==> config.mk <==
export PLATFORM = sky130hd
export DESIGN_NAME = cdb_arbiter_flat
export DESIGN_NICKNAME = d
export VERILOG_FILES = /design/src/rtl/cdb_arbiter_if.sv /design/src/rtl/cdb_arbiter.sv /design/src/flat_wrapper.sv
export SDC_FILE = /design/constraint.sdc
export NUM_CORES = 1
export LEC_CHECK = 0
export BUFFER_PORTS_ARGS = -buffer_cell sky130_fd_sc_hd__buf_2
export CORE_ASPECT_RATIO = 0.5
export CORE_MARGIN = 10
export CORE_UTILIZATION = 57
export DETAILED_ROUTE_END_ITERATION = 10
export PLACE_DENSITY = 0.84
export RECOVER_POWER = 100
export SYNTH_ARGS = -nofsm -noshare
export SYNTH_HDL_FRONTEND = slang
export SYNTH_SLANG_ARGS = --single-unit
==> constraint.sdc <==
create_clock -name clk -period 11.1 [get_ports clk]
set_clock_uncertainty 0.1 [all_clocks]
set_input_delay 2.22 -clock clk [delete_from_list [all_inputs] [get_ports clk]]
set_output_delay 2.22 -clock clk [all_outputs]
set_load 0.005 [all_outputs]
==> src/rtl/cdb_arbiter_if.sv <==
// Common Data Bus arbiter interface.
// Bundles the producer handshakes (request/tag/value in, ready out) and the
// broadcast bus. The "master" modport is the producer/environment side and the
// "slave" modport is the arbiter itself.
interface cdb_arbiter_if #(
  parameter int TAG_W = 5,
  parameter int VAL_W = 32
);
  logic             in_flush;

  logic             in_request_add;
  logic             in_request_logic;
  logic             in_request_mul;
  logic             in_request_load;
  logic             in_request_store;

  logic [TAG_W-1:0] in_tag_add;
  logic [TAG_W-1:0] in_tag_logic;
  logic [TAG_W-1:0] in_tag_mul;
  logic [TAG_W-1:0] in_tag_load;
  logic [TAG_W-1:0] in_tag_store;

  logic [VAL_W-1:0] in_val_add;
  logic [VAL_W-1:0] in_val_logic;
  logic [VAL_W-1:0] in_val_mul;
  logic [VAL_W-1:0] in_val_load;
  logic [VAL_W-1:0] in_val_store;

  logic             out_ready_add;
  logic             out_ready_logic;
  logic             out_ready_mul;
  logic             out_ready_load;
  logic             out_ready_store;

  logic [4:0]       out_pending;
  logic             out_broadcast;
  logic [TAG_W-1:0] out_tag;
  logic [VAL_W-1:0] out_val;

  modport master (
    output in_flush,
    output in_request_add, in_request_logic, in_request_mul, in_request_load, in_request_store,
    output in_tag_add, in_tag_logic, in_tag_mul, in_tag_load, in_tag_store,
    output in_val_add, in_val_logic, in_val_mul, in_val_load, in_val_store,
    input  out_ready_add, out_ready_logic, out_ready_mul, out_ready_load, out_ready_store,
    input  out_pending, out_broadcast, out_tag, out_val
  );

  modport slave (
    input  in_flush,
    input  in_request_add, in_request_logic, in_request_mul, in_request_load, in_request_store,
    input  in_tag_add, in_tag_logic, in_tag_mul, in_tag_load, in_tag_store,
    input  in_val_add, in_val_logic, in_val_mul, in_val_load, in_val_store,
    output out_ready_add, out_ready_logic, out_ready_mul, out_ready_load, out_ready_store,
    output out_pending, out_broadcast, out_tag, out_val
  );
endinterface

==> src/rtl/cdb_arbiter.sv <==
// Common Data Bus arbiter for the Tomasulo datapath.
// Five producers (add=0, logic=1, mul=2, load=3, store=4) each own a one-entry
// holding slot filled through a valid/ready handshake. One full slot is
// granted per cycle and its result is broadcast from registered outputs.
// A slot granted this cycle may be refilled on the same edge.
// Optional feature: define CDB_ARB_RR_EN for round-robin arbitration;
// otherwise fixed priority add > logic > mul > load > store.
module cdb_arbiter #(
  parameter int               TAG_W       = 5,
  parameter int               VAL_W       = 32,
  parameter logic [TAG_W-1:0] INVALID_TAG = '1
) (
  input logic           clk,
  input logic           rst_n,
  cdb_arbiter_if.slave  bus
);

  localparam int N = 5;

  typedef logic [TAG_W-1:0] tag_t;
  typedef logic [VAL_W-1:0] val_t;

  // Producer inputs gathered into indexable form.
  logic [N-1:0] req;
  tag_t         req_tag [N];
  val_t         req_val [N];

  // Slot state.
  logic [N-1:0] pending_q, pending_d;
  tag_t         slot_tag_q [N];
  val_t         slot_val_q [N];

  // Arbitration and handshake.
  logic [N-1:0] grant;
  logic [N-1:0] ready;
  logic [N-1:0] accept;
  tag_t         grant_tag;
  val_t         grant_val;

  // Registered broadcast stage.
  logic out_broadcast_q, out_broadcast_d;
  tag_t out_tag_q, out_tag_d;
  val_t out_val_q, out_val_d;

  // Pack the per-producer signals so the rest of the logic can loop.
  always_comb begin
    req        = {bus.in_request_store, bus.in_request_load, bus.in_request_mul,
                  bus.in_request_logic, bus.in_request_add};
    req_tag[0] = bus.in_tag_add;
    req_tag[1] = bus.in_tag_logic;
    req_tag[2] = bus.in_tag_mul;
    req_tag[3] = bus.in_tag_load;
    req_tag[4] = bus.in_tag_store;
    req_val[0] = bus.in_val_add;
    req_val[1] = bus.in_val_logic;
    req_val[2] = bus.in_val_mul;
    req_val[3] = bus.in_val_load;
    req_val[4] = bus.in_val_store;
  end

`ifdef CDB_ARB_RR_EN
  logic [2:0] ptr_q, ptr_d;
  logic       found;

  // Round-robin search starting one past the last granted source; a flush
  // suppresses the grant so the pointer is left untouched.
  always_comb begin
    // NOTE: every signal driven here gets a default first so no latch is inferred.
    grant = '0;
    found = 1'b0;
    ptr_d = ptr_q;
    if (!bus.in_flush) begin
      for (int k = 0; k < N; k++) begin
        int idx;
        idx = (int'(ptr_q) + 1 + k) % N;
        if (!found && pending_q[idx]) begin
          grant[idx] = 1'b1;
          ptr_d      = 3'(idx);
          found      = 1'b1;
        end
      end
    end
  end

  // Pointer register; resets to the store index so add is searched first.
  always_ff @(posedge clk or negedge rst_n) begin
    if (!rst_n) ptr_q <= 3'd4;
    else        ptr_q <= ptr_d;
  end
`else
  logic found;

  // Fixed priority: the lowest-index full slot wins.
  always_comb begin
    grant = '0;
    found = 1'b0;
    if (!bus.in_flush) begin
      for (int k = 0; k < N; k++) begin
        if (!found && pending_q[k]) begin
          grant[k] = 1'b1;
          found    = 1'b1;
        end
      end
    end
  end
`endif

  // Handshake, slot next-state and selection of the granted result.
  always_comb begin
    ready     = bus.in_flush ? '0 : (~pending_q | grant);
    accept    = req & ready;
    pending_d = pending_q;
    grant_tag = '0;
    grant_val = '0;
    for (int i = 0; i < N; i++) begin
      if (grant[i]) begin
        grant_tag = grant_tag | slot_tag_q[i];
        grant_val = grant_val | slot_val_q[i];
      end
      if (bus.in_flush)
        pending_d[i] = 1'b0;
      else if (accept[i] && (req_tag[i] != INVALID_TAG))
        pending_d[i] = 1'b1;
      else if (grant[i])
        pending_d[i] = 1'b0;
    end
  end

  // Broadcast stage next-state: a grant drives the bus, otherwise the tag idles
  // at INVALID_TAG and the value holds.
  always_comb begin
    out_broadcast_d = |grant;
    out_tag_d       = (|grant) ? grant_tag : INVALID_TAG;
    out_val_d       = (|grant) ? grant_val : out_val_q;
  end

  // Control state: slot-full flags and the broadcast registers.
  always_ff @(posedge clk or negedge rst_n) begin
    // NOTE: sequential state uses non-blocking assignments so every flop samples pre-edge values.
    if (!rst_n) begin
      pending_q       <= '0;
      out_broadcast_q <= 1'b0;
      out_tag_q       <= INVALID_TAG;
      out_val_q       <= '0;
    end else begin
      pending_q       <= pending_d;
      out_broadcast_q <= out_broadcast_d;
      out_tag_q       <= out_tag_d;
      out_val_q       <= out_val_d;
    end
  end

  // Slot payload capture on an accepted, valid-tag request.
  // NOTE: payload storage has no reset; pending_q alone says whether it is meaningful.
  always_ff @(posedge clk) begin
    for (int i = 0; i < N; i++) begin
      if (accept[i] && (req_tag[i] != INVALID_TAG)) begin
        slot_tag_q[i] <= req_tag[i];
        slot_val_q[i] <= req_val[i];
      end
    end
  end

  assign bus.out_ready_add   = ready[0];
  assign bus.out_ready_logic = ready[1];
  assign bus.out_ready_mul   = ready[2];
  assign bus.out_ready_load  = ready[3];
  assign bus.out_ready_store = ready[4];
  assign bus.out_pending     = pending_q;
  assign bus.out_broadcast   = out_broadcast_q;
  assign bus.out_tag         = out_tag_q;
  assign bus.out_val         = out_val_q;

endmodule

==> src/flat_wrapper.sv <==
// flat-port wrapper written by rule: the top's interface ports become plain ports
module cdb_arbiter_flat 
#(
  parameter int               TAG_W       = 5,
  parameter int               VAL_W       = 32,
  parameter logic [TAG_W-1:0] INVALID_TAG = '1
)
  (clk, rst_n, bus_in_flush, bus_in_request_add, bus_in_request_logic, bus_in_request_mul, bus_in_request_load, bus_in_request_store, bus_in_tag_add, bus_in_tag_logic, bus_in_tag_mul, bus_in_tag_load, bus_in_tag_store, bus_in_val_add, bus_in_val_logic, bus_in_val_mul, bus_in_val_load, bus_in_val_store, bus_out_ready_add, bus_out_ready_logic, bus_out_ready_mul, bus_out_ready_load, bus_out_ready_store, bus_out_pending, bus_out_broadcast, bus_out_tag, bus_out_val);
  cdb_arbiter_if #(.TAG_W(TAG_W), .VAL_W(VAL_W)) bus_i ();
  input logic clk;
  input logic rst_n;
  input wire logic [$bits(bus_i.in_flush)-1:0] bus_in_flush;
  input wire logic [$bits(bus_i.in_request_add)-1:0] bus_in_request_add;
  input wire logic [$bits(bus_i.in_request_logic)-1:0] bus_in_request_logic;
  input wire logic [$bits(bus_i.in_request_mul)-1:0] bus_in_request_mul;
  input wire logic [$bits(bus_i.in_request_load)-1:0] bus_in_request_load;
  input wire logic [$bits(bus_i.in_request_store)-1:0] bus_in_request_store;
  input wire logic [$bits(bus_i.in_tag_add)-1:0] bus_in_tag_add;
  input wire logic [$bits(bus_i.in_tag_logic)-1:0] bus_in_tag_logic;
  input wire logic [$bits(bus_i.in_tag_mul)-1:0] bus_in_tag_mul;
  input wire logic [$bits(bus_i.in_tag_load)-1:0] bus_in_tag_load;
  input wire logic [$bits(bus_i.in_tag_store)-1:0] bus_in_tag_store;
  input wire logic [$bits(bus_i.in_val_add)-1:0] bus_in_val_add;
  input wire logic [$bits(bus_i.in_val_logic)-1:0] bus_in_val_logic;
  input wire logic [$bits(bus_i.in_val_mul)-1:0] bus_in_val_mul;
  input wire logic [$bits(bus_i.in_val_load)-1:0] bus_in_val_load;
  input wire logic [$bits(bus_i.in_val_store)-1:0] bus_in_val_store;
  output wire logic [$bits(bus_i.out_ready_add)-1:0] bus_out_ready_add;
  output wire logic [$bits(bus_i.out_ready_logic)-1:0] bus_out_ready_logic;
  output wire logic [$bits(bus_i.out_ready_mul)-1:0] bus_out_ready_mul;
  output wire logic [$bits(bus_i.out_ready_load)-1:0] bus_out_ready_load;
  output wire logic [$bits(bus_i.out_ready_store)-1:0] bus_out_ready_store;
  output wire logic [$bits(bus_i.out_pending)-1:0] bus_out_pending;
  output wire logic [$bits(bus_i.out_broadcast)-1:0] bus_out_broadcast;
  output wire logic [$bits(bus_i.out_tag)-1:0] bus_out_tag;
  output wire logic [$bits(bus_i.out_val)-1:0] bus_out_val;
  assign bus_i.in_flush = bus_in_flush;
  assign bus_i.in_request_add = bus_in_request_add;
  assign bus_i.in_request_logic = bus_in_request_logic;
  assign bus_i.in_request_mul = bus_in_request_mul;
  assign bus_i.in_request_load = bus_in_request_load;
  assign bus_i.in_request_store = bus_in_request_store;
  assign bus_i.in_tag_add = bus_in_tag_add;
  assign bus_i.in_tag_logic = bus_in_tag_logic;
  assign bus_i.in_tag_mul = bus_in_tag_mul;
  assign bus_i.in_tag_load = bus_in_tag_load;
  assign bus_i.in_tag_store = bus_in_tag_store;
  assign bus_i.in_val_add = bus_in_val_add;
  assign bus_i.in_val_logic = bus_in_val_logic;
  assign bus_i.in_val_mul = bus_in_val_mul;
  assign bus_i.in_val_load = bus_in_val_load;
  assign bus_i.in_val_store = bus_in_val_store;
  assign bus_out_ready_add = bus_i.out_ready_add;
  assign bus_out_ready_logic = bus_i.out_ready_logic;
  assign bus_out_ready_mul = bus_i.out_ready_mul;
  assign bus_out_ready_load = bus_i.out_ready_load;
  assign bus_out_ready_store = bus_i.out_ready_store;
  assign bus_out_pending = bus_i.out_pending;
  assign bus_out_broadcast = bus_i.out_broadcast;
  assign bus_out_tag = bus_i.out_tag;
  assign bus_out_val = bus_i.out_val;
  cdb_arbiter #(.TAG_W(TAG_W), .VAL_W(VAL_W), .INVALID_TAG(INVALID_TAG)) u_core (.clk(clk), .rst_n(rst_n), .bus(bus_i));
endmodule
# Word-level counts from Yosys, hierarchy flattened
# Memory sizes are Yosys's and may differ from the RTL's.
# Index checks and enable logic that the tools add are counted.
dict set report totals {
  input_bits 193
  reg_bits 43
  out_inout_bits 48
  mem_count 2
  elab_cells 95
  mem_bits_rw 185
}
# memory words width rd rd_clocked_by_memory_dff wr line_no
set mem_list {}
lappend mem_list {u_core.slot_val_q 5 32 5 0 5 cdb_arbiter.sv:31} ;# val_t slot_val_q [N];
lappend mem_list {u_core.slot_tag_q 5 5 5 0 5 cdb_arbiter.sv:30} ;# tag_t slot_tag_q [N];
dict set report classes {
  reduce_logical 19
  n_mux 50
  bitwise 11
  eq_ne 5
}
# cell n
set op_table {}
lappend op_table {{2-to-1 mux 32 bit} 5}
lappend op_table {{OR 32 bit} 4}
lappend op_table {{2-to-1 mux 5 bit} 8}
lappend op_table {{2-to-1 mux 1 bit} 37}
lappend op_table {{!= test 5 bit, second input constant} 5}
lappend op_table {{OR 5 bit} 5}
lappend op_table {{nonzero test 3 bit} 5}
lappend op_table {{logical AND 1 bit} 9}
lappend op_table {{AND 5 bit} 1}
lappend op_table {{inverter 5 bit} 1}
lappend op_table {{OR reduction 5 bit} 1}
lappend op_table {{zero test 1 bit} 4}

# Longest topological paths before layout
dict set report depth {
  ltp_word 28
  depth_mapped 6
  ltp_nobuf 3
}

# Worst setup path after synthesis
# Ideal clock, no wire load.
dict set report synth_path {
  kind {input to register}
  start {input bus_in_flush}
  end {memory u_core.slot_tag_q[1][0] (netlist name), enable pin}
  setup_time_ns 0.485
  arrival_ns 5.496
  path_buffers 3
  path_slack_ns 5.019
  path_stages 4
  t_required_ns 10.515
  cell_sequence {buf_2 buf_4 clkbuf_1 nor3b_1}
}
# item line_no
set synth_rtl {}
lappend synth_rtl {{from (decl)} flat_wrapper.sv:12} ;# input wire logic [$bits(bus_i.in_flush)-1:0] bus_in_flush;
lappend synth_rtl {{to (decl)} cdb_arbiter.sv:30}

# Worst setup path in the final report
dict set report layout_path {
  start {input bus_in_flush}
  end {output bus_out_ready_mul}
}
dict set report layout_via {
  elab_chain_cells 3
}
# item line_no
set layout_lines {}
lappend layout_lines {{2-to-1 mux 5 bit} cdb_arbiter.sv:97} ;# if (!bus.in_flush) begin
lappend layout_lines {{OR 5 bit} cdb_arbiter.sv:110} ;# ready = bus.in_flush ? '0 : (~pending_q | grant);
lappend layout_lines {{2-to-1 mux 5 bit *} cdb_arbiter.sv:110}
lappend layout_lines {{to (decl)} flat_wrapper.sv:30} ;# output wire logic [$bits(bus_i.out_ready_mul)-1:0] bus_out_ready_mul;
# Mark *: on every way between the ends. The rest lies on a longest branch, timed or not.

==> results_dict.tcl <==
set metrics [dict create \
    wl_um 25500 \
    p_int_mw 1.42 \
    critPathArrivalTime_ps 5740 \
    root_buffer "clkbuf_16" \
    grt_pass1_wl_um 38200 \
    ys_seq_area_frac 0.729 \
    place_ws_ps 5200 \
    rsz0062_at_grt "false" \
    critical_path_buf_inv_count 6 \
    drt_iter0_markers 533 \
    hold_path_class "flop to flop" \
    reg2reg_slack_ps 6190 \
    drv_slew 378 \
    synth_seq_cells 228 \
    path_delay_family "buffers and inverters" \
    cp-end-kind "output pin" \
    clkPwrFrac 0.352 \
    setup_viol 0 \
    cts_made_buffers 21 \
    powerDensity_nw_per_um2 171 \
    synth_cell_types 32 \
    hpwl_um 16700 \
    r2r_cells 5 \
    cpMostUsedCell "clkbuf_1" \
    drive_gt1_frac 0.247 \
    violations "capacitance limit, slew limit" \
    die_width_um 199 \
    die_y_um 109 \
    power.net_switching_mw 0.451 \
    ant_nets 0 \
    final_cell_mix "edfxtp_1, buf_2, clkbuf_1" \
    synth_fp_nets 792 \
    hold_viol 0 \
    relSlewSlack -0.778 \
    cp_max_fo 52 \
    core_sq_um 15500 \
    startpoint "bus_in_flush" \
    cp-start-kind "input pin" \
    cp-endpoint "bus_out_ready_mul" \
    r2r_end "u_core.slot_val_q[0][76]$_DFFE_PP_" \
    post_drt_wl_per_cell_um 24.2 \
    max_cap_viol_count 9 \
    cts.clk_slew.worst_paths_ps 60 \
    p_total_mw 1.88 \
    floorplan.rows 32 \
    cts.path.max_buffers 3 \
    synthCells 599 \
    cp.depth 7 \
    fin_hold_ws_ps 370 \
    tightestPinTransition_ps 2670 \
    grt_max_degree 62 \
    grt-ovfl-total 0 \
    antenna_found_initial 1 \
    pwr-share-seq 0.548 \
    path_cells "buf_2 -> clkbuf_1 -> clkinv_1 -> clkbuf_1 -> nand2_1 -> inv_1 -> clkbuf_1" \
    grt_pass1_vias 6742 \
    critPathMaxStageDelay_ps 1730 \
    cts_setup_buffers 0 \
    tns_ps 0 \
    ys_warn_count 0 \
    required_ps 8780 \
    die_area_sq_um 21700 \
    syn_to_final_growth_pct 20.3 \
    drc 0 \
    h-tree-depth 1 \
    clock_sinks 228 \
    numPortBuffers 240 \
    outcome "finished with violations" \
    routabilityCongestion 0.791 \
    worst_slack_ps 3040 \
    final_common_cell "edfxtp_1" \
    drt-pass1-iter-count 5 \
    cts_resized 0 \
    cts_hold_buf 0 \
    max_freq_mhz 124 \
    fin_crit_ps 8060 \
    post-route-period-util 0.727 \
    worstSkewPairLatency_ps 490 \
    viasPerCell 5.98 \
    io_pins 241 \
    postSynthAreaPerCell_sq_um 15.2 \
    grt_usage 0.228 \
    cts_tree "yes" \
    start_util 0.586 \
    crit_type "input pin to output pin" \
    peakVddDrop_mv 0.151 \
    fin_nets 1023 \
    vias 6284 \
    crit_slowest_cell "clkbuf_1" \
    synthesis.area_sq_um 9110 \
    p_leak_nw 4.12 \
    p_sw_frac 0.241 \
    power_frac_comb 0.100 \
    r2r_start "u_core.bus.out_pending[0]$_DFFE_PN0P_" \
]
cells by family after synthesis:
kind of cell | Yosys count | synth area share
AND/OR/NAND/NOR | 206 | 0.135
flip-flops | 228 | 0.729
buffers and inverters | 47 | 0.0249
AO/OA/AOI/OAI | 118 | 0.112
cell type report:
class                      count  area [sq um]
antenna                        1          2.50
clock buffer                  27           548
clock inverter                11          65.1
fill                        1072          4570
inverter                       2          7.51
multi-input combinational    324          2280
sequential                   228          6640
tap                          204           255
timing repair buffer         253          1170
power groups by stage:
stage	sequential, mW	clock (mW)	combinational (mW)
2_1_floorplan	1.03	0	0.0959
3_5_place_dp	1.04	0	0.196
5_1_grt	1.03	0.703	0.206
4_1_cts	1.02	0.666	0.197
6_report	1.03	0.660	0.187
3_3_place_gp	1.04	0	0.190
layer usage:
metal	global-route usage	up-vias	routed length, um	part of all wire
met5	0	-	0	0
met4	0.0546	0	333	0.013
met3	0.0436	32	1980	0.078
met2	0.396	301	12900	0.51
met1	0.295	3139	10300	0.40
li1	-	2812	-	-
synth_stat cells (all sizes together):
| library cell | number | area share |
|---|---|---|
| edfxtp | 185 | 0.61 |
| nand2 | 40 | 0.016 |
| dfrtp | 38 | 0.10 |
| and3 | 35 | 0.024 |
| nor2b | 34 | 0.023 |
| a2111o | 32 | 0.040 |
| a31oi | 32 | 0.022 |
| a32o | 32 | 0.035 |
| and2 | 32 | 0.022 |
| nand3b | 32 | 0.026 |
| clkbuf | 26 | 0.011 |
| buf | 19 | 0.013 |
| nand3 | 15 | 0.0082 |
| a21oi | 12 | 0.0066 |
| a222oi | 5 | 0.0055 |
| dfstp | 5 | 0.014 |
| nand2b | 5 | 0.0034 |
| o21ai | 5 | 0.0027 |
| nor2 | 4 | 0.0025 |
| nor3b | 4 | 0.0033 |
| clkinv | 1 | 0.00041 |
| inv | 1 | 0.00041 |
| nor3 | 1 | 0.0011 |
| nor4 | 1 | 0.00069 |
| nor4b | 1 | 0.0016 |
| or3 | 1 | 0.00069 |
| or4 | 1 | 0.0012 |
tightest hold or removal path: cells and delay by family (launching register included):
family / cells / cell delay, ps
DFF: 1 / 320
and+or+nand+nor: 1 / 60
AOI/OAI and AO/OA: 1 / 60
stage by stage:
| stage | cell area, sq um | std cells | util |
|---|---|---|---|
| 4_1_cts | 11100 | 1049 | 0.715 |
| 3_5_place_dp | 10500 | 1011 | 0.676 |
| 2_1_floorplan | 9110 | 599 | - |
| 6_report | 11000 | 1050 | 0.706 |
| 3_3_place_gp | 10500 | 1011 | 0.676 |
| 5_1_grt | 11000 | 1050 | 0.706 |
flip-flops by register name, summed over array words and instances, names as in the netlist:
register and flops:
u_core.bus.out_broadcast 1, u_core.bus.out_pending 5, u_core.bus.out_tag 5, u_core.bus.out_val 32
u_core.slot_tag_q 25, u_core.slot_val_q 160
worst min-delay path by stage:
stage	start	endpoint	slack, ps	depth (start not counted)
after floorplan	u_core.slot_tag_q[2][0]$_DFFE_PP_	u_core.bus.out_tag[0]$_DFF_PN1_	340	2
after global placement	u_core.slot_tag_q[2][0]$_DFFE_PP_	u_core.bus.out_tag[0]$_DFF_PN1_	350	2
after detailed placement	u_core.slot_tag_q[2][0]$_DFFE_PP_	u_core.bus.out_tag[0]$_DFF_PN1_	350	2
after CTS	u_core.slot_tag_q[2][0]$_DFFE_PP_	u_core.bus.out_tag[0]$_DFF_PN1_	370	2
after global routing	u_core.slot_tag_q[2][1]$_DFFE_PP_	u_core.bus.out_tag[1]$_DFF_PN1_	400	2
final	u_core.slot_tag_q[2][0]$_DFFE_PP_	u_core.bus.out_tag[0]$_DFF_PN1_	370	2
No activity file was read; power rests on OpenSTA's default activity.
